<file path="config.mk">
export PLATFORM = sky130hd
export DESIGN_NAME = decode_stage_pipe
export DESIGN_NICKNAME = d
export VERILOG_FILES = /design/src/rtl/decode_stage_pipe.sv
export SDC_FILE = /design/constraint.sdc
export NUM_CORES = 2
export LEC_CHECK = 0
export BUFFER_PORTS_ARGS = -buffer_cell sky130_fd_sc_hd__buf_4
export CORE_UTILIZATION = 60
export DETAILED_ROUTE_END_ITERATION = 8
export PLACE_DENSITY = 0.79
export SLEW_MARGIN = 20
export SYNTH_ARGS = -nofsm -noshare
export SYNTH_HDL_FRONTEND = slang
export SYNTH_SLANG_ARGS = --single-unit
</file>
<file path="constraint.sdc">
create_clock -name clk -period 2.6 [get_ports clk]
set_clock_uncertainty 0.05 [all_clocks]
set_input_delay 0.13 -clock clk [delete_from_list [all_inputs] [get_ports clk]]
set_output_delay 0.13 -clock clk [all_outputs]
set_load 0.01 [all_outputs]
</file>
<file path="src/rtl/decode_stage_pipe.sv">
// ID stage: register file, load-use/writeback hazard detection and the ID/EX register (1-cycle D->E latency;
// hold_i freezes E, stall_fd holds F/D and inserts a bubble). Optional DECODE_WB_BYPASS_EN: same-cycle writeback write-through.
module decode_stage_pipe #(
  parameter int XLEN     = 32,
  parameter int NREG     = 32,
  parameter int CTRL_W   = 8,
  parameter int LOAD_BIT = 0,
  localparam int AW      = $clog2(NREG)
) (
  input  logic              clk,
  input  logic              rst,
  input  logic [31:0]       instr_d,
  input  logic              valid_d,
  input  logic [XLEN-1:0]   pc_d,
  input  logic [XLEN-1:0]   pcplus4_d,
  input  logic [CTRL_W-1:0] ctrl_d,
  input  logic [XLEN-1:0]   imm_d,
  input  logic              wb_we,
  input  logic [AW-1:0]     wb_rd,
  input  logic [XLEN-1:0]   wb_data,
  input  logic              hold_i,
  input  logic              flush_i,
  output logic              valid_e,
  output logic [CTRL_W-1:0] ctrl_e,
  output logic [XLEN-1:0]   rd1_e,
  output logic [XLEN-1:0]   rd2_e,
  output logic [XLEN-1:0]   imm_e,
  output logic [XLEN-1:0]   pc_e,
  output logic [XLEN-1:0]   pcplus4_e,
  output logic [AW-1:0]     rs1_e,
  output logic [AW-1:0]     rs2_e,
  output logic [AW-1:0]     rd_e,
  output logic              stall_fd,
  output logic              load_use
);

  logic [XLEN-1:0] regFile [NREG];
  logic [AW-1:0]   rs1D, rs2D, rdD;
  logic [XLEN-1:0] rd1D, rd2D;
  logic            wbConflict;
  logic            unusedInstrBits;

  assign rs1D = instr_d[15 +: AW];
  assign rs2D = instr_d[20 +: AW];
  assign rdD  = instr_d[7 +: AW];
  // Opcode/funct bits are decoded upstream; only the index fields matter here.
  assign unusedInstrBits = ^instr_d;

  always_ff @(posedge clk or negedge rst) begin
    if (!rst) begin
      for (int i = 0; i < NREG; i++) regFile[i] <= '0;
    end else if (wb_we && (wb_rd != '0)) begin
      regFile[wb_rd] <= wb_data;
    end
  end

`ifdef DECODE_WB_BYPASS_EN
  assign rd1D = (rs1D == '0) ? '0 : ((wb_we && (wb_rd == rs1D)) ? wb_data : regFile[rs1D]);
  assign rd2D = (rs2D == '0) ? '0 : ((wb_we && (wb_rd == rs2D)) ? wb_data : regFile[rs2D]);
  assign wbConflict = 1'b0;
`else
  assign rd1D = (rs1D == '0) ? '0 : regFile[rs1D];
  assign rd2D = (rs2D == '0) ? '0 : regFile[rs2D];
  // Without write-through, stall one cycle so the reader sees the committed value.
  assign wbConflict = valid_d & wb_we & (wb_rd != '0) & ((wb_rd == rs1D) | (wb_rd == rs2D));
`endif

  // rs2 compared unconditionally: conservative for instructions without an rs2 field.
  assign load_use = valid_e & ctrl_e[LOAD_BIT] & (rd_e != '0) & valid_d &
                    ((rd_e == rs1D) | (rd_e == rs2D));
  assign stall_fd = (load_use | wbConflict) & ~flush_i & ~hold_i;

  always_ff @(posedge clk or negedge rst) begin
    if (!rst) begin
      valid_e   <= 1'b0;
      ctrl_e    <= '0;
      rd1_e     <= '0;
      rd2_e     <= '0;
      imm_e     <= '0;
      pc_e      <= '0;
      pcplus4_e <= '0;
      rs1_e     <= '0;
      rs2_e     <= '0;
      rd_e      <= '0;
    end else begin
      // Data fields load unless held; flush overrides hold.
      if (flush_i || !hold_i) begin
        rd1_e     <= rd1D;
        rd2_e     <= rd2D;
        imm_e     <= imm_d;
        pc_e      <= pc_d;
        pcplus4_e <= pcplus4_d;
        rs1_e     <= rs1D;
        rs2_e     <= rs2D;
        rd_e      <= rdD;
      end
      if (flush_i || stall_fd) begin
        valid_e <= 1'b0;
        ctrl_e  <= '0;
      end else if (!hold_i) begin
        valid_e <= valid_d;
        ctrl_e  <= valid_d ? ctrl_d : '0;
      end
    end
  end

endmodule

</file>
==> qor.csv <==
stage;metric;value;unit
outcome;status;finished clean;
setup_path;Setup crit end;stall_fd;
layout;fraction of layout instances using a drive strength above 1;45.23;%
logic_synthesis;Main synth FF type;dfrtp_1;
power;Internal;39.76;mW
logic_synthesis;adder-cell share of the synthesized area;0;%
logic_synthesis;Post-Syn Area;0.06186;mm2
logic_synthesis;main combinational cell family by area after synthesis;multiplexers;
logic_synthesis;FFs w/ async S/R, synth;100.0;%
routing;Post-DRT Antenna Nets;0;
clock_tree;Clock Sink Count;1208;
power;VDD IR max;0.0005260;V
routing;via/cell ratio;6.982;
setup_path;critical path peak fanout;3;
logic_synthesis;total of warnings raised by yosys;0;
global_routing;GR Layer Usage met2;58.40;%
power;pwr dens;753.7;mW/mm2
setup_path;crit path capture type;output port;
clock_tree;root buffer cell;clkbuf_16;
logic_synthesis;most area-hungry cell type in the Yosys netlist;dfrtp_1;
floorplan;Top-Level Pins;365;
global_routing;first-pass GRT wire length;294400;um
power;total power;55.05;mW
setup_path;CP bufs+invs;1;
setup_path;R2R depth;4;
global_routing;met1 GRT Util;50.29;%
clock_tree;CTS max path bufs;3;
setup_path;Top delay family on crit path;simple AND/OR/NAND/NOR gates;
global_routing;vias in the first global route;45220;
timing;fin crit share;98.22;%
setup_path;Slowest cell on crit path;or4_4;
timing;Fmax;391.6;MHz
clock_tree;clock-pin slew on the worst setup and hold paths;0.06;ns
setup_path;WP depth;5;
setup_path;internal reg-to-reg setup slack;0.50;ns
layout;nets;5109;
min_path;worst min-delay path class;in -> reg;
power;Clk pwr share;35.0;%
timing;Slew HR;17.71;%
setup_path;Worst setup SP type;flip-flop;
job;MaxCap Viol Count;0;
logic_synthesis;Area contributors post-synth;dfrtp_1 (49%), mux2_2 (19%), mux4_2 (12%);
floorplan;Initial Utilization;60.63;%
global_routing;total global-route track usage;38.73;%
setup_path;Critical Path RT;2.42;ns
power;P_leak;33.10;nW
logic_synthesis;post-synthesis sequential area ratio;48.86;%
routing;DRT Pass-1 Iters;5;
logic_synthesis;Synth cell types;49;
logic_synthesis;Post-Synth Simple-Gate Area;3.972;%
logic_synthesis;post-synthesis register bit count;1208;
timing;actual slew at the worst max-slew pin;1.232;ns
floorplan;Die Height;323.1;um
setup_path;crit path cell chain;or4_4, o2111ai_2, nor2_2, a22o_1, buf_4;
routing;drt drc;0;
global_routing;GRT Max-Usage Layer;met2;
logic_synthesis;Synth Instances;4515;
routing;drt total wl;201300;um
floorplan;row cnt;117;
floorplan;Die Wd;323.1;um
clock_tree;H-tree Lvls;4;
place;dpl hpwl;123100;um
global_routing;total grt overflow;0;
global_routing;largest net degree at the start of global routing;122;
routing;drt wl/cell;31.46;um
global_routing;GR Util met3;11.26;%
power;P_sw;15.29;mW
floorplan;CORE AREA;0.1020;mm2
place;routability cong.;0.8896;
setup_path;Critical R2R Capture;rd1_e[30];
clock_tree;Skew-Pair Late Insertion Delay;0.76;ns
timing;final worst slack;0.04638;ns
power;Sw Share;27.77;%
setup_path;crit path DAT;2.37;ns
clock_tree;CTS tree;built;
routing;via count;44660;
setup_path;critical path type;reg -> out;
power;Seq pwr share;45.1;%
logic_synthesis;Syn Nets;4694;
logic_synthesis;Compound-Gate Fraction of Synth Area;5.964;%
timing;Fin. Hold Viols;0;
global_routing;initial antenna violation count;13;
setup_path;slowest stage delay, CP;0.50;ns
power;combinational power share;19.9;%
logic_synthesis;top cell type's share of synthesized area;48.86;%
layout;Area growth, synth to finish;18.08;%
clock_tree;CTS buffer count;132;
place;DP Worst Slack;0.2367;ns
routing;initial DRC count;4777;
logic_synthesis;syn avg cell area;13.70;um2
timing;min cycle time layout;2.554;ns
floorplan;die footprint;0.1044;mm2
logic_synthesis;EDFF count, synth;0;
setup_path;reg2reg start;regFile[62];
place;PortBufs;347;
timing;final max-slew violation count;0;
setup_path;CP Launch Point;rd_e[2];
layout;final core utilization;71.59;%
logic_synthesis;mux cell area share after synthesis;37.16;%
timing;final setup violating endpoints;0;
logic_synthesis;xor and xnor area share after synthesis;0.2832;%
worst min path at each step:
| stage | start | endpoint | slack [ns] | cells past startpoint |
|---|---|---|---|---|
| after floorplan | rst | ctrl_e[0] | -0.22 | 0 |
| after global placement | rst | pc_e[6] | 0.07 | 1 |
| after detailed placement | rst | pc_e[6] | 0.08 | 1 |
| after CTS | instr_d[18] | rd1_e[15] | 0.002 | 5 |
| after global routing | instr_d[18] | rd1_e[15] | 0.01 | 5 |
| final | instr_d[18] | rd1_e[14] | 0.02 | 5 |
kinds of logic (layout without fill, tap and decap cells):
logic type / after synthesis / count (layout)
xor+xnor: 20 / 20
mux: 1753 / 1753
compound gates: 456 / 456
other cells: 0 / 4
buf+inv: 482 / 992
simple gates: 596 / 596
flops: 1208 / 1208
area by class of cell:
class	count	area (um2)
Fill cell	6448	28990
Inverter	1	3.754
Antenna cell	4	10.01
Clock buffer	184	3845
Timing Repair Buffer	762	7067
Multi-Input combinational cell	2825	29610
Sequential cell	1208	30230
Clock inverter	45	565.5
Tap cell	1368	1712
flip-flops by register name, summed over array words and instances, names as in the netlist:
name and cells:
pc_e 32, regFile 1024, rs1_e 5, rd1_e 32, rd_e 5, rd2_e 32
rs2_e 5, valid_e 1, ctrl_e 8, imm_e 32, pcplus4_e 32
stage by stage:
| stage | setup TNS [ns] | hold WS (ns) | std cells | instance area, um2 |
|---|---|---|---|---|
| after global placement | 0 | 0.06531 | 5997 | 66880 |
| after global routing | -0.01182 | 0.01084 | 6394 | 73040 |
| after CTS | 0 | 0.002109 | 6390 | 72950 |
| after detailed placement | 0 | 0.07503 | 5997 | 66880 |
| final | 0 | 0.02342 | 6397 | 73050 |
| after floorplan | 0 | -0.2156 | 4515 | 61860 |
synthesized netlist by cell type, drive strengths merged (33+ instances only):
| cell type | count |
|---|---|
| nor2b | 41 |
| a221oi | 127 |
| mux4 | 329 |
| nor2 | 37 |
| o22ai | 66 |
| dfrtp | 1208 |
| a22o | 72 |
| clkbuf | 249 |
| nand2 | 473 |
| mux2 | 1061 |
| a21oi | 33 |
| buf | 232 |
| mux2i | 363 |
tightest hold or removal path, delay by kind of cell:
family / cells / cell delay (ns)
buffers and inverters: 1 / 0.21
AO/OA/AOI/OAI: 2 / 0.19
multiplexers: 1 / 0.18
AND/OR/NAND/NOR: 1 / 0.06
what timing repair did:
action,CTS,global route
hold buffers,161,0
setup buffers,3,1
pin swaps,1,1
endpoints found under the hold margin,2352,0
gates cloned,0,1
gates resized for setup,3,6
setup endpoints to repair,1,1
power by group through the flow:
stage                     Combinational (mW)  Sequential, mW  Clock (mW)
after floorplan                         7.42            24.2           0
after global placement                  10.2            24.7           0
after detailed placement                10.5            25.0           0
after CTS                               10.8            24.7        19.3
after global routing                    11.6            25.2        20.2
final                                   11.0            24.8        19.2
per-layer routing:
metal	wire length, um	share of wire, %
met1	74660	37
met4	12920	6.4
met2	90830	45
met5	118	0.059
met3	22730	11
cells in the final DEF, fill, tap and decap left out, types with 67 or more instances in the layout:
cell type,n
nand2_1,458
dlygate4sd3_1,160
a22o_1,72
clkbuf_16,138
buf_12,67
mux2i_1,363
buf_4,527
a221oi_1,114
dfrtp_1,1206
mux4_2,329
mux2_2,1061
Power figures use the tool's default switching activity.
